$ cat src/rtl/pwm_peripheral.sv
// pwm_peripheral: 16 pins each forced low, static high or driven by one shared 8-bit PWM.
// Latency: enable change -> pin 1 clk; counter change -> pin 1 clk. No backpressure.
// Optional PWM_SYNC_UPDATE_EN: duty loads only at period wrap instead of every clk.
module pwm_peripheral #(
  parameter int unsigned PRESCALE   = 13,
  parameter int unsigned PRESCALE_W = 4
) (
  input  logic       clk,
  input  logic       rst,
  input  logic [7:0] en_reg_out_7_0,
  input  logic [7:0] en_reg_out_15_8,
  input  logic [7:0] en_reg_pwm_7_0,
  input  logic [7:0] en_reg_pwm_15_8,
  input  logic [7:0] pwm_duty_cycle,
  output logic [7:0] uo_out,
  output logic [7:0] uio_out,
  output logic [7:0] uio_oe,
  output logic       period_start
);

  if (PRESCALE < 1 || PRESCALE > (1 << PRESCALE_W)) begin : g_bad_prescale
    $error("pwm_peripheral: PRESCALE must be in 1..2**PRESCALE_W");
  end

  logic [PRESCALE_W-1:0] pre_cnt;
  logic [7:0]            pwm_cnt;
  logic [7:0]            duty_sh;
  logic                  tick;
  logic                  wrap;
  logic                  pwm_raw;
  logic [15:0]           en_out;
  logic [15:0]           en_pwm;
  logic [15:0]           pin_nxt;

  assign tick    = (pre_cnt == PRESCALE_W'(PRESCALE - 1));
  assign wrap    = tick && (pwm_cnt == 8'hFF);
  // 0xFF is forced high so full duty has no single low step per period.
  assign pwm_raw = (duty_sh == 8'hFF) | (pwm_cnt < duty_sh);
  assign en_out  = {en_reg_out_15_8, en_reg_out_7_0};
  assign en_pwm  = {en_reg_pwm_15_8, en_reg_pwm_7_0};
  assign pin_nxt = en_out & (~en_pwm | {16{pwm_raw}});

  always_ff @(posedge clk) begin
    if (rst) begin
      pre_cnt      <= '0;
      pwm_cnt      <= '0;
      period_start <= 1'b0;
    end else begin
      pre_cnt      <= tick ? '0 : pre_cnt + 1'b1;
      period_start <= wrap;
      if (tick) begin
        pwm_cnt <= pwm_cnt + 8'd1;
      end
    end
  end

`ifdef PWM_SYNC_UPDATE_EN
  always_ff @(posedge clk) begin
    if (rst) begin
      duty_sh <= '0;
    end else if (wrap) begin
      duty_sh <= pwm_duty_cycle;
    end
  end
`else
  always_ff @(posedge clk) begin
    if (rst) begin
      duty_sh <= '0;
    end else begin
      duty_sh <= pwm_duty_cycle;
    end
  end
`endif

  always_ff @(posedge clk) begin
    if (rst) begin
      uo_out  <= '0;
      uio_out <= '0;
      uio_oe  <= '0;
    end else begin
      uo_out  <= pin_nxt[7:0];
      uio_out <= pin_nxt[15:8];
      uio_oe  <= en_reg_out_15_8;
    end
  end

endmodule
$ cat config.mk
export PLATFORM = sky130hd
export DESIGN_NAME = pwm_peripheral
export DESIGN_NICKNAME = d
export VERILOG_FILES = /design/src/rtl/pwm_peripheral.sv
export SDC_FILE = /design/constraint.sdc
export NUM_CORES = 1
export LEC_CHECK = 0
export BUFFER_PORTS_ARGS = -buffer_cell sky130_fd_sc_hd__buf_2
export CAP_MARGIN = 15
export CORE_AREA = 5 5 68 70
export CTS_CLUSTER_DIAMETER = 60
export CTS_CLUSTER_SIZE = 14
export DETAILED_ROUTE_END_ITERATION = 8
export DIE_AREA = 0 0 73 75
export GPL_ROUTABILITY_DRIVEN = 0
export PLACE_DENSITY_LB_ADDON = 0.12
export SYNTH_ARGS = -nofsm -noshare
export SYNTH_HDL_FRONTEND = slang
export SYNTH_SLANG_ARGS = --single-unit
$ cat constraint.sdc
create_clock -name clk -period 2.3 [get_ports clk]
set_input_delay 0.46 -clock clk [delete_from_list [all_inputs] [get_ports clk]]
set_output_delay 0.46 -clock clk [all_outputs]
set_load 0.01 [all_outputs]
# == Word-level counts from Yosys, hierarchy flattened ==
# Index checks and enable logic that the tools add are counted.
# word_totals
regBits,45
latchBits,0
mem_bits_rw,0
rom_bits,0
in_bits,42
wordCells,19
mem_count,0
# classes
addsub,2
n_mul,0
div_mod_pow,0
n_lt_le_gt_ge,1
n_eq_ne,3
n_shift,0
mux,0
n_bitwise,4
n_reduce_logical,2
# op_table
operator,count
bitwise AND 16 bit,1
"equality test 8 bit, second input constant",2
NOT 16 bit,1
OR 16 bit,1
"adder 8 x 1 -> 8 bit, second input constant",1
< comparator 8 bit,1
"adder 4 x 1 -> 4 bit, second input constant",1
"equality test 4 bit, second input constant",1
OR reduction 2 bit,1
logical AND 1 bit,1
OR 1 bit,1

# == Logic depth before layout (Yosys ltp) ==
# Gate-level depths: netlist of the first run.
# depth
depth_word,4
mapped_depth,7
mapped_depth_nobuf,6

# == Worst setup path after synthesis of the first run ==
# OpenSTA, ideal clock, no wires.
# synth_path
path_kind,reg2reg
startpoint,register duty_sh[6]
endpoint,register uo_out[0]
setup_time_ns,0.117
arrival_time_ns,1.505
required_ns,2.183
slack_ns,0.678
stages_incl_launch_ff,8
period_less_slack_ns,1.622
cell_sequence,dfxtp_1 inv_1 ha_1 and4_1 o21ai_1 o32ai_2 buf_6 a21oi_1
# synth_between
elab_chain_len,4
word_cells_on_any_way,5
classes_between,order compare: 1; eq/ne: 1; bitwise: 3
# synth_lines
element,line,source
start: declaration,27,logic [7:0] duty_sh;
start signal: assignment,70,duty_sh <= pwm_duty_cycle;
< comparator 8 bit or equality test 8 bit (tied branches),38,assign pwm_raw = (duty_sh == 8'hFF) | (pwm_cnt < duty_sh);
OR 1 bit (*),38,
OR 16 bit (*),41,assign pin_nxt = en_out & (~en_pwm | {16{pwm_raw}});
bitwise AND 16 bit (*),41,
end signal: assignment,81,uo_out <= pin_nxt[7:0];
end: declaration,15,"output logic [7:0] uo_out,"
# Mark *: on every way between the ends. The rest lies on a longest branch, timed or not.
# A chain may end at the register's enable or synchronous reset.

# == Worst setup path after layout of the first run ==
# layout_path
startpoint,register duty_sh[6]
endpoint,register uio_out[2]
# layout_between
elab_chain_len,4
word_cells_on_any_way,5
classes_between,order compare: 1; eq/ne: 1; bitwise: 3
# layout_lines
element,line,source
< comparator 8 bit or equality test 8 bit (tied branches),38,
OR 1 bit (*),38,
OR 16 bit (*),41,
bitwise AND 16 bit (*),41,
end signal: assignment,82,uio_out <= pin_nxt[15:8];
end: declaration,16,"output logic [7:0] uio_out,"
# Marks and branches as above.

==> results of run 1 <==
layer usage:
layer	up-vias	part of all wire, %	GRT usage [%]
met5	-	0	0
met4	0	1.7	4.92
met3	6	11	5.47
met2	47	48	21.7
met1	556	39	12.7
li1	664	-	-
synth_stat cells:
library cell and n:
dfxtp_1 45, nor2b_1 16, a21oi_1 11, ha_1 10, inv_1 10, nor2_1 10
nand2b_1 8, a21boi_0 6, nand4_1 6, xor2_1 6, and3_1 3, clkbuf_1 3
a21boi_2 2, nand2_1 2, nor3_1 2, xnor2_1 2, a2111oi_4 1, a21o_1 1
a41o_1 1, and4_1 1, buf_2 1, buf_6 1, mux2i_1 1, nand2b_4 1
nor3b_1 1, nor4bb_1 1, o21a_1 1, o21ai_0 1, o21ai_1 1, o32ai_2 1
or4_1 1
metrics by stage:
stage                     setup WS (ns)  util (%)  hold slack, ns
after global placement            0.694      52.5           0.462
final                             0.627      54.7           0.328
after floorplan                   0.678         -           0.453
after detailed placement          0.621      52.5           0.482
after global routing              0.449      54.7           0.318
after CTS                         0.609      54.7           0.311
state kept, by name, summed over array words and instances, names as in the netlist:
| name | count |
|---|---|
| pre_cnt | 4 |
| uio_oe | 8 |
| pwm_cnt | 8 |
| uio_out | 8 |
| period_start | 1 |
| duty_sh | 8 |
| uo_out | 8 |
cell families (layout without fill, tap and decap cells):
| kind of cell | Yosys count | in the layout | synth area share, % |
|---|---|---|---|
| simple gates | 52 | 52 | 18.4 |
| mux | 1 | 1 | 0.595 |
| buf+inv | 15 | 85 | 3.87 |
| flops | 45 | 45 | 53.6 |
| fa+ha+maj | 10 | 10 | 7.44 |
| xor+xnor | 8 | 8 | 4.17 |
| compound gates | 26 | 26 | 12.0 |
layout make-up:
class	count	area, sq um	share of cell area [%]
inverters	10	37.5	1.75
multi-input cells	97	716	33.4
repair buffers	67	338	15.8
clock inverters	3	17.5	0.818
flip-flops and latches	45	901	42.1
well taps	50	62.6	2.92
clock buffers	5	68.8	3.21
power by group through the flow:
stage,combinational [W],clock [W],sequential [W]
after floorplan,0.0000615,0,0.000859
after global placement,0.000139,0,0.000846
after detailed placement,0.000145,0,0.000846
after CTS,0.000145,0.000481,0.000828
after global routing,0.000160,0.000500,0.000832
final,0.000141,0.000455,0.000828
worst max path at each step:
stage | end | startpoint | slack [ns] | cells past startpoint
floorplan | uo_out[0] | duty_sh[6] | 0.68 | 7
global placement | uio_out[4] | duty_sh[6] | 0.69 | 7
detailed placement | uio_out[2] | pwm_cnt[6] | 0.62 | 6
CTS | uio_out[2] | pwm_cnt[6] | 0.61 | 6
global route | uio_out[2] | duty_sh[6] | 0.45 | 7
finish | uio_out[2] | duty_sh[6] | 0.63 | 7
==> results.sh, run 1 <==
export IMPL_cts_root_buf="clkbuf_8"
export IMPL_min_path_cells=2
export IMPL_drt_iter0_drc=22
export IMPL_min_period_over_period_pct=72.7
export IMPL_p_switching_w=0.000325
export IMPL_grt_antenna_before_repair=0
export IMPL_grt_max_degree=38
export IMPL_fillers=353
export IMPL_drive_gt1_share_pct=35.2
export IMPL_start_kind="flip-flop"
export IMPL_comb_power_share_pct=9.9
export IMPL_final_cell_mix="buf_2, dfxtp_1, nor2b_1, a21oi_1"
export IMPL_rsz0062_at_grt="false"
export IMPL_pwr_share_clk_pct=32.0
export IMPL_cts_setup_buffers=0
export IMPL_critical_path_max_fanout=16
export IMPL_setup_viol=0
export IMPL_required_ns=2.48
export IMPL_cts_made_buffers=5
export IMPL_diodes=0
export IMPL_yosysWarnings=0
export IMPL_fp_row_count=23
export IMPL_fin_area_sq_mm=0.00214
export IMPL_synth_area_per_cell_sq_um=10.7
export IMPL_wirelength_um=3280
export IMPL_io_buffers=66
export IMPL_drv_cap=0
export IMPL_dp_cells=269
export IMPL_grt_pass1_wl_um=5220
export IMPL_clk_pin_slew_worst_paths_ns=0.08
export IMPL_placedInstanceArea_sq_mm=0.00205
export IMPL_reg2reg_depth=7
export IMPL_max_freq_mhz=598
export IMPL_vias=1273
export IMPL_clockBufferDepth=2
export IMPL_die_height_um=75
export IMPL_dieArea_sq_mm=0.00548
export IMPL_final_common_cell="buf_2"
export IMPL_crit_path_end_kind="flip-flop"
export IMPL_finalHoldViolCount=0
export IMPL_seq_power_share_pct=58.1
export IMPL_cts_hold_buf=0
export IMPL_design_core_area_sq_mm=0.00391
export IMPL_netlist_instances=157
export IMPL_critPathMaxStageDelay_ns=0.33
export IMPL_hold_end="uio_out[6]"
export IMPL_synth_top_area_share_pct=53.6
export IMPL_p_int_w=0.00110
export IMPL_ys_ff_latch=45
export IMPL_crit_arrival_ns=1.85
export IMPL_status="finished clean"
export IMPL_ys_top_cells_by_area="dfxtp_1, ha_1, nor2b_1"
export IMPL_cp_cell_sequence="inv_1 -> ha_1 -> and4_1 -> o21ai_1 -> o32ai_2 -> buf_4 -> a21boi_0"
export IMPL_grt_total_usage_pct=12.3
export IMPL_min_from="en_reg_pwm_15_8[6]"
export IMPL_initial_core_util_pct=43.0
export IMPL_power_leakage_nw=1.01
export IMPL_syn_area_sq_mm=0.00168
export IMPL_antenna_left=0
export IMPL_min_period_ns=1.67
export IMPL_p_per_area_mw_per_mm2=665
export IMPL_drc=0
export IMPL_crit_buf_inv=2
export IMPL_nets=278
export IMPL_area_growth_pct=27.3
export IMPL_sw_frac_of_total_pct=22.8
export IMPL_grt_pass1_vias=1252
export IMPL_io_pins=67
export IMPL_hp_class="in -> reg"
export IMPL_grt_ovfl_total=0
export IMPL_total_power_w=0.00142
export IMPL_r2r_end="uio_out[2]"
export IMPL_worstMarginPinSlew_ns=0.576
export IMPL_clk_latency_ns=0.29
export IMPL_worstReg2RegStart="duty_sh[6]"
export IMPL_first_pass_iters=2
export IMPL_die_w_um=73
export IMPL_cts_max_level=2
export IMPL_maxSlewViolCount=0
export IMPL_ys_seq_area_share_pct=53.6
export IMPL_cpMaxStageDelayCell="dfxtp_1"
export IMPL_cts_tree="done"
export IMPL_cts_resized=0
export IMPL_tns_ns=0
export IMPL_slew_headroom_pct=61.6
export IMPL_synth_top_area_cell="dfxtp_1"
export IMPL_synth_cell_types=31
export IMPL_crit_family="compound AO/OA/AOI/OAI gates"
export IMPL_reg2reg_slack_ns=0.63
export IMPL_clock_sinks=45
export IMPL_routedWlPerCell_um=11.8
export IMPL_synth_fp_nets=209
export IMPL_stdcell_count=277
export IMPL_peakVddDrop_v=0.000514
export IMPL_skew_ns=0.00424
export IMPL_path_class="reg -> reg"
export IMPL_drt_vias_per_instance=4.60
export IMPL_dp_hpwl_um=2640
(Power assumes the default switching activity.)
==> run 2, diff against run 1 <==
Settings changed: CORE_AREA 5 5 68 70 to 5 5 70 72, DIE_AREA 0 0 73 75 to 0 0 75 77.
Clock period 2.3 ns to 1.4 ns, I/O delays scaled along.
==> results.sh, run 2 (synthesized netlist as in run 1, its figures left out) <==
export IMPL_violations="negative setup slack"
export IMPL_finalHoldViolCount=0
export IMPL_initial_core_util_pct=39.7
export IMPL_fin_area_sq_mm=0.00247
export IMPL_grt_total_usage_pct=13.9
export IMPL_diodes=0
export IMPL_dieArea_sq_mm=0.00578
export IMPL_drc=0
export IMPL_grt_pass1_wl_um=6200
export IMPL_skew_ns=0.00779
export IMPL_slew_headroom_pct=75.7
export IMPL_fillers=376
export IMPL_max_freq_mhz=611
export IMPL_fp_row_count=24
export IMPL_grt_max_degree=17
export IMPL_cts_root_buf="clkbuf_8"
export IMPL_place_ws_ns=-0.233
export IMPL_nets=298
export IMPL_io_buffers=66
export IMPL_io_pins=67
export IMPL_grt_ovfl_total=0
export IMPL_clk_latency_ns=0.30
export IMPL_dp_hpwl_um=2850
export IMPL_worstMarginPinSlew_ns=0.365
export IMPL_power_leakage_nw=1.14
export IMPL_crit_path_end_kind="flip-flop"
export IMPL_drive_gt1_share_pct=52.2
export IMPL_status="complete, but fails checks"
export IMPL_start_kind="flip-flop"
export IMPL_vias=1372
export IMPL_antenna_left=0
export IMPL_min_period_over_period_pct=117
export IMPL_min_period_ns=1.64
export IMPL_setup_viol=16
export IMPL_cts_max_level=2
export IMPL_placedInstanceArea_sq_mm=0.00220
export IMPL_cts_made_buffers=5
export IMPL_wirelength_um=3830
export IMPL_post_route_util_pct=58.3
export IMPL_drt_iter0_drc=16
export IMPL_seq_area_sq_um=910
export IMPL_required_ns=1.59
export IMPL_design_core_area_sq_mm=0.00423
export IMPL_p_per_area_mw_per_mm2=1080
export IMPL_die_height_um=77
export IMPL_whs_ns=0.146
export IMPL_first_pass_iters=4
export IMPL_grt_antenna_before_repair=0
export IMPL_die_w_um=75
export IMPL_rsz0062_at_grt="true"
export IMPL_path_class="reg -> reg"
export IMPL_maxSlewViolCount=0
export IMPL_critical_path_max_fanout=8
export IMPL_clockBufferDepth=2
export IMPL_final_common_cell="buf_2"
export IMPL_area_growth_pct=46.7
export IMPL_multi_input_area_sq_um=840
export IMPL_clk_pin_slew_worst_paths_ns=0.09
export IMPL_hp_class="in -> reg"
export IMPL_grt_pass1_vias=1455
export IMPL_clock_sinks=45
export IMPL_routedWlPerCell_um=12.8
export IMPL_total_power_w=0.00268
export IMPL_worst_slack_ns=-0.237
export IMPL_drt_vias_per_instance=4.59
export IMPL_cts_hold_buf=0
export IMPL_drv_cap=0
export IMPL_peakVddDrop_v=0.000553
export IMPL_crit_arrival_ns=1.83
export IMPL_cts_tree="done"
export IMPL_final_cell_mix="buf_2, dfxtp_1, buf_4, nor2b_1, nor2_1"
[run 2: changes by cell type in the layout (fill, tap and decap cells not counted), moves of 4 or more]
| cell | change |
|---|---|
| buf_4 | +18 |
| ha_1 | -5 |
| ha_4 | +5 |
| a21oi_2 | +9 |
| inv_2 | +4 |
| a21oi_1 | -9 |
| a21boi_0 | -6 |
| dfxtp_2 | +7 |
| dfxtp_1 | -7 |
| a21boi_1 | +4 |
| inv_1 | -4 |
[run 2: layer usage]
layer	global-route usage, %	part of all wire, %	vias to the layer above
li1	-	-	703
met1	15.0	38	623
met2	24.0	52	40
met3	3.92	7.8	6
met4	6.94	1.9	0
met5	0	0	-
[run 2: cell type report]
| type | instances | share of cell area (%) |
|---|---|---|
| well taps | 52 | 2.64 |
| clock inverters | 2 | 1.52 |
| flip-flops and latches | 45 | 36.9 |
| inverters | 10 | 1.52 |
| clock buffers | 6 | 3.35 |
| repair buffers | 87 | 20.1 |
| multi-input cells | 97 | 34.0 |
[run 2: timing repair]
item / in CTS / in global routing
pin swaps: 0 / 18
hold endpoints to repair: 0 / 0
cloned: 0 / 1
setup endpoints to repair: 18 / 23
resized for setup: 6 / 29
buffers inserted: 0 / 4
[run 2: final timing paths]
kind,cells after the start,slack [ns],endpoint,startpoint
setup / recovery,7,-0.24,uio_out[2],duty_sh[7]
hold / removal,2,0.15,uo_out[7],en_reg_pwm_7_0[7]
setup reg to reg,7,-0.24,uio_out[2],duty_sh[7]
hold reg to reg,2,0.50,pre_cnt[3],pre_cnt[3]
[run 2: per-stage QoR]
stage | cells | TNS [ns]
floorplan | 157 | -2.26
global placement | 286 | -2.52
detailed placement | 286 | -3.31
CTS | 294 | -2.59
global route | 299 | -4.99
finish | 299 | -3.64
[run 2: report_power, final]
part / switching (W) / leakage (nW) / total, W / internal, W
Sequential: 0.0000208 / 0.374 / 0.00136 / 0.00134
Clock: 0.000432 / 0.0574 / 0.00101 / 0.000580
Combinational: 0.000141 / 0.709 / 0.000304 / 0.000162
[run 2: worst max-delay path: stages, from the launching register on]
cell      delay, ns
dfxtp_2        0.34
inv_2          0.04
ha_4           0.27
and4_1         0.20
o21ai_2        0.08
o32ai_4        0.34
buf_6          0.20
a21boi_1       0.07
